$ cat config.mk
export PLATFORM = sky130hd
export DESIGN_NAME = priority_decoder
export DESIGN_NICKNAME = d
export VERILOG_FILES = /design/src/rtl/priority_pkg.sv /design/src/rtl/onehot_to_bin.sv /design/src/rtl/priority_decoder.sv
export SDC_FILE = /design/constraint.sdc
export NUM_CORES = 1
export LEC_CHECK = 0
export CAP_MARGIN = 20
export CELL_PAD_IN_SITES_DETAIL_PLACEMENT = 2
export CELL_PAD_IN_SITES_GLOBAL_PLACEMENT = 2
export CORE_AREA = 10 10 101 103
export DETAILED_ROUTE_END_ITERATION = 8
export DIE_AREA = 0 0 111 113
export PLACE_DENSITY_LB_ADDON = 0.1
export SYNTH_ARGS = -nofsm -noshare
export SYNTH_HDL_FRONTEND = slang
export SYNTH_SLANG_ARGS = --single-unit
$ cat constraint.sdc
create_clock -name clk_i -period 3.6 [get_ports clk_i]
set_clock_uncertainty 0.2 [all_clocks]
set_input_delay 1.08 -clock clk_i [delete_from_list [all_inputs] [get_ports clk_i]]
set_output_delay 1.08 -clock clk_i [all_outputs]
set_load 0.02 [all_outputs]
$ cat src/rtl/priority_pkg.sv
//------------------------------------------------------------------------------
// priority_pkg -- shared constants, helper and pair classification type for
//                 the priority decoder.  Rev 1.0
//------------------------------------------------------------------------------
`default_nettype none

package priority_pkg;

    localparam int DEFAULT_WIDTH = 16;

    function automatic int ptr_size(input int width);
        return $clog2(width);
    endfunction

    typedef enum logic [1:0] {
        PC_VALID = 2'd0,
        PC_ZERO  = 2'd1,
        PC_ERROR = 2'd2
    } pair_class_t;

endpackage

`default_nettype wire

$ cat src/rtl/onehot_to_bin.sv
//------------------------------------------------------------------------------
// onehot_to_bin -- one-hot to binary index via per-bit OR reduction, plus an
//                  exactly-one-bit-set flag.  Rev 1.0
//------------------------------------------------------------------------------
`default_nettype none

module onehot_to_bin
    import priority_pkg::*;
#(
    parameter int WIDTH    = DEFAULT_WIDTH,
    parameter int PTR_SIZE = ptr_size(WIDTH)
) (
    input  logic [WIDTH-1:0]    onehot,
    output logic [PTR_SIZE-1:0] idx,
    output logic                onehot_ok
);

    // Index bit b is the OR of every mask bit whose position has bit b set.
    for (genvar b = 0; b < PTR_SIZE; b++) begin : g_idx_bit
        logic [WIDTH-1:0] w_sel;
        for (genvar i = 0; i < WIDTH; i++) begin : g_sel
            if (((i >> b) & 1) == 1) begin : g_on
                assign w_sel[i] = onehot[i];
            end else begin : g_off
                assign w_sel[i] = 1'b0;
            end
        end
        assign idx[b] = |w_sel;
    end

    assign onehot_ok = (onehot != '0) && ((onehot & (onehot - WIDTH'(1))) == '0);

endmodule

`default_nettype wire

$ cat src/rtl/priority_decoder.sv
//------------------------------------------------------------------------------
// priority_decoder -- two-stage valid/ready pipeline turning a pair of one-hot
//                     masks into indices, span and zero/error flags.  Rev 1.0
//------------------------------------------------------------------------------
`default_nettype none

module priority_decoder
    import priority_pkg::*;
#(
    parameter  int WIDTH    = DEFAULT_WIDTH,
    localparam int PTR_SIZE = ptr_size(WIDTH)
) (
    input  logic                clk_i,
    input  logic                rst_n_i,
    input  logic [WIDTH-1:0]    data_left_i,
    input  logic [WIDTH-1:0]    data_right_i,
    input  logic                data_val_i,
    output logic                data_ready_o,
    output logic [PTR_SIZE-1:0] left_idx_o,
    output logic [PTR_SIZE-1:0] right_idx_o,
    output logic [PTR_SIZE:0]   span_o,
    output logic                zero_o,
    output logic                err_o,
    output logic                data_val_o,
    input  logic                data_ready_i
);

    localparam int SPAN_W = PTR_SIZE + 1;

    logic                run_q,       run_d;
    logic                s1_vld_q,    s1_vld_d;
    logic [WIDTH-1:0]    s1_left_q,   s1_left_d;
    logic [WIDTH-1:0]    s1_right_q,  s1_right_d;
    logic                s2_vld_q,    s2_vld_d;
    logic [PTR_SIZE-1:0] left_idx_q,  left_idx_d;
    logic [PTR_SIZE-1:0] right_idx_q, right_idx_d;
    logic [SPAN_W-1:0]   span_q,      span_d;
    logic                zero_q,      zero_d;
    logic                err_q,       err_d;

    logic                w_s2_adv;
    logic                w_s1_adv;
    logic                w_in_fire;
    logic [PTR_SIZE-1:0] w_left_idx;
    logic [PTR_SIZE-1:0] w_right_idx;
    logic                w_left_ok;
    logic                w_right_ok;
    logic [SPAN_W-1:0]   w_span;
    pair_class_t         w_class;

    onehot_to_bin #(.WIDTH(WIDTH), .PTR_SIZE(PTR_SIZE)) u_left_dec (
        .onehot    (s1_left_q),
        .idx       (w_left_idx),
        .onehot_ok (w_left_ok)
    );

    onehot_to_bin #(.WIDTH(WIDTH), .PTR_SIZE(PTR_SIZE)) u_right_dec (
        .onehot    (s1_right_q),
        .idx       (w_right_idx),
        .onehot_ok (w_right_ok)
    );

    // run_q keeps the input closed until the first edge after reset release.
    assign w_s2_adv     = !s2_vld_q || data_ready_i;
    assign w_s1_adv     = !s1_vld_q || w_s2_adv;
    assign data_ready_o = run_q && w_s1_adv;
    assign w_in_fire    = data_val_i && data_ready_o;

    assign w_span = {1'b0, w_left_idx} - {1'b0, w_right_idx} + SPAN_W'(1);

    always_comb begin
        w_class = PC_ERROR;
        if ((s1_left_q == '0) && (s1_right_q == '0)) begin
            w_class = PC_ZERO;
        end else if (w_left_ok && w_right_ok && (w_left_idx >= w_right_idx)) begin
            w_class = PC_VALID;
        end
    end

    always_comb begin
        run_d       = 1'b1;
        s1_vld_d    = s1_vld_q;
        s1_left_d   = s1_left_q;
        s1_right_d  = s1_right_q;
        s2_vld_d    = s2_vld_q;
        left_idx_d  = left_idx_q;
        right_idx_d = right_idx_q;
        span_d      = span_q;
        zero_d      = zero_q;
        err_d       = err_q;

        if (w_s1_adv) begin
            s1_vld_d = w_in_fire;
            if (w_in_fire) begin
                s1_left_d  = data_left_i;
                s1_right_d = data_right_i;
            end
        end

        // An empty stage 2 loads all-zero fields so idle outputs read as 0.
        if (w_s2_adv) begin
            s2_vld_d    = s1_vld_q;
            left_idx_d  = '0;
            right_idx_d = '0;
            span_d      = '0;
            zero_d      = 1'b0;
            err_d       = 1'b0;
            if (s1_vld_q) begin
                case (w_class)
                    PC_VALID: begin
                        left_idx_d  = w_left_idx;
                        right_idx_d = w_right_idx;
                        span_d      = w_span;
                    end
                    PC_ZERO:  zero_d = 1'b1;
                    default:  err_d  = 1'b1;
                endcase
            end
        end
    end

    always_ff @(posedge clk_i or negedge rst_n_i) begin
        if (!rst_n_i) begin
            run_q       <= 1'b0;
            s1_vld_q    <= 1'b0;
            s1_left_q   <= '0;
            s1_right_q  <= '0;
            s2_vld_q    <= 1'b0;
            left_idx_q  <= '0;
            right_idx_q <= '0;
            span_q      <= '0;
            zero_q      <= 1'b0;
            err_q       <= 1'b0;
        end else begin
            run_q       <= run_d;
            s1_vld_q    <= s1_vld_d;
            s1_left_q   <= s1_left_d;
            s1_right_q  <= s1_right_d;
            s2_vld_q    <= s2_vld_d;
            left_idx_q  <= left_idx_d;
            right_idx_q <= right_idx_d;
            span_q      <= span_d;
            zero_q      <= zero_d;
            err_q       <= err_d;
        end
    end

    assign data_val_o  = s2_vld_q;
    assign left_idx_o  = left_idx_q;
    assign right_idx_o = right_idx_q;
    assign span_o      = span_q;
    assign zero_o      = zero_q;
    assign err_o       = err_q;

endmodule

`default_nettype wire

==> flow_metrics.env <==
export IMPL_hold_end="span_o[1]"
export IMPL_h_tree_depth=2
export IMPL_overflow=0
export IMPL_cts_buffers=5
export IMPL_drt_iter0_drc=41
export IMPL_core_area_sq_um=8134
export IMPL_grt_pass1_vias=2303
export IMPL_root_buffer="clkbuf_8"
export IMPL_relSlewSlack=0.6587
export IMPL_post_place_cells=394
export IMPL_min_delay_path_class="reg2reg"
export IMPL_hold_start="span_o[1]"
export IMPL_yosysSeqAreaShare=0.4721
export IMPL_start_kind="input port"
export IMPL_instances_no_fill=402
export IMPL_io_pins=53
export IMPL_hold_buffers=0
export IMPL_path_class="in2out"
export IMPL_rows=33
export IMPL_grt_max_degree=34
export IMPL_fillers=848
export IMPL_stdcell_area_sq_um=3423
export IMPL_totalWireLength_mm=6.548
export IMPL_cts_tree="yes"
export IMPL_p_sw_w=0.0003776
export IMPL_die_area_sq_um=12540
export IMPL_synthFlopType="dfrtp_1"
export IMPL_p_comb_frac=0.186
export IMPL_dieWidth_um=111
export IMPL_grt_usage=0.1085
export IMPL_netlist_area_sq_um=2650
export IMPL_fin_crit_sh=0.9720
export IMPL_hold_viol=0
export IMPL_ys_ff_latch=50
export IMPL_synth_cell_types=51
export IMPL_initial_utilization=0.3258
export IMPL_min_path_cells=2
export IMPL_routed_via_density=5.032
export IMPL_p_leak_nw=1.369
export IMPL_via_count=2023
export IMPL_ir_drop_v=0.0001414
export IMPL_intPower_w=0.0009821
export IMPL_drc=0
export IMPL_clockPowerShare=0.288
export IMPL_max_cap_violations=0
export IMPL_worstPathRequired_ns=2.32
export IMPL_p_per_area_nw_per_um2=397.2
export IMPL_p_seq_frac=0.526
export IMPL_grt_setup_unrepaired="false"
export IMPL_placed_area_sq_um=3314
export IMPL_cts_sink_count=50
export IMPL_critPathCaptureType="primary output"
export IMPL_holdWs_ns=0.2837
export IMPL_synthToLayoutAreaGrowth_pct=29.18
export IMPL_cts_setup_buffers=0
export IMPL_clk_pin_slew_ns=0.08
export IMPL_clock_latency_ns=0.30
export IMPL_max_freq_mhz=285.8
export IMPL_synth_edf_count=0
export IMPL_synth_nets=285
export IMPL_r2r_start="s1_right_q[7]"
export IMPL_r2r_setup_slack_ns=0.38
export IMPL_rr_worst_depth=11
export IMPL_worst_pin_slew_ns=0.5119
export IMPL_swShare=0.2777
export IMPL_synth_avg_cell_area_sq_um=11.13
export IMPL_cts_buffer_depth=2
export IMPL_antenna_found_initial=0
export IMPL_crit_fanout=2
export IMPL_die_y_um=113
export IMPL_finalMaxSlewViolations=0
export IMPL_r2r_end="span_o[4]"
export IMPL_ys_warnings_count=0
export IMPL_avgRoutedWirePerCell_um=16.29
export IMPL_dpl_worst_slack_ns=-0.1922
export IMPL_setup_slack_ns=0.1008
export IMPL_drive_gt1_frac=0.2222
export IMPL_firstDrtPassIters=3
export IMPL_place_gp_congestion=0.7307
export IMPL_status="completed"
export IMPL_n_antenna_cell=0
export IMPL_grt_pass1_wl_mm=11.60
export IMPL_final_nets=343
export IMPL_cp_data_arrival_time_ns=2.22
export IMPL_synthCells=238
export IMPL_setup_viol=0
export IMPL_port_buffers=52
export IMPL_ant_nets=0
export IMPL_fin_total_pwr_w=0.001360
export IMPL_dp_hpwl_mm=5.346
export IMPL_min_period_ns=3.499
export IMPL_async_flop_share=1.000
## layout by cell type, fill, tap and decap left out, types with 6 or more instances in the layout
cell / count
dfrtp_1: 50
clkdlybuf4s50_1: 50
mux2_2: 32
nand2_1: 22
nor2_1: 14
inv_1: 11
o21ai_2: 10
ha_1: 9
or4_1: 7
nand4_1: 6
## worst max path at each step
stage | start | to | slack [ns] | cells past startpoint
6_report | data_ready_i | data_ready_o | 0.10 | 5
5_1_grt | data_ready_i | data_ready_o | 0.01 | 5
4_1_cts | data_ready_i | data_ready_o | 0.02 | 5
3_5_place_dp | data_ready_i | data_ready_o | -0.19 | 5
3_3_place_gp | data_ready_i | data_ready_o | -0.16 | 5
2_1_floorplan | data_ready_i | data_ready_o | 0.62 | 4
## per-stage QoR
step	utilization	TNS, ns
2_1_floorplan	-	0
3_3_place_gp	0.4075	-0.1562
3_5_place_dp	0.4075	-0.1922
4_1_cts	0.4204	0
5_1_grt	0.4209	0
6_report	0.4209	0
## timing repair
action                                  4_1_cts  5_1_grt
pin swaps                                     0        0
endpoints found under the setup margin        1        1
resized for setup                             1        2
cloned                                        0        0
## registers in the layout, summed over array words and instances (netlist names)
register     count
data_val_o       1
err_o            1
left_idx_o       4
right_idx_o      4
run_q            1
s1_left_q       16
s1_right_q      16
s1_vld_q         1
span_o           5
zero_o           1
## synth_stat cells (4+ instances only)
library cell,n,area (sq um)
nor3_1,5,25.02
nand3_1,4,20.02
nand4_1,6,37.54
nor2_1,14,52.55
nand2_1,22,82.58
inv_1,11,41.29
mux2_2,32,360.4
o21ai_2,10,87.58
o21ai_0,5,25.02
or4_1,7,52.55
nor4_1,4,25.02
dfrtp_1,50,1251
maj3_1,4,40.04
ha_1,9,112.6
a21oi_1,5,25.02
## layer usage
metal / wire (um) / track usage
met4: 69 / 0.02865
met5: 0 / 0
met3: 323 / 0.03011
met1: 3140 / 0.1376
met2: 3016 / 0.1773
## cells by family (layout without fill, tap and decap cells)
group / count (synthesis) / count (layout) / synth area share
simple gates: 83 / 83 / 0.1742
flops: 50 / 50 / 0.4721
compound gates: 37 / 37 / 0.1048
mux: 32 / 32 / 0.1360
buf+inv: 17 / 76 / 0.02786
fa+ha+maj: 16 / 16 / 0.07696
xor+xnor: 2 / 2 / 0.006611
other cells: 1 / 1 / 0.001415
## power groups by stage
stage	clock network [W]	registers (W)	logic [W]
4_1_cts	0.000411	0.000716	0.000259
3_5_place_dp	0	0.000727	0.000259
5_1_grt	0.000435	0.000734	0.000287
2_1_floorplan	0	0.000699	0.000163
3_3_place_gp	0	0.000724	0.000252
6_report	0.000392	0.000715	0.000253
## worst max-delay path, cell delays in order
cell and delay [ns]:
clkdlybuf4s50_1 0.43, nor2b_2 0.13, nand2_1 0.08, and2_1 0.20, clkdlybuf4s15_1 0.30
## layout make-up
class | instances | area, sq um | area share
flip-flops and latches | 50 | 1251 | 0.3655
clock inverters | 1 | 30.03 | 0.008772
clock buffers | 7 | 76.32 | 0.02230
repair buffers | 57 | 565.5 | 0.1652
well taps | 105 | 131.4 | 0.03838
multi-input cells | 171 | 1328 | 0.3878
inverters | 11 | 41.29 | 0.01206
No activity file was read; power rests on OpenSTA's default activity.
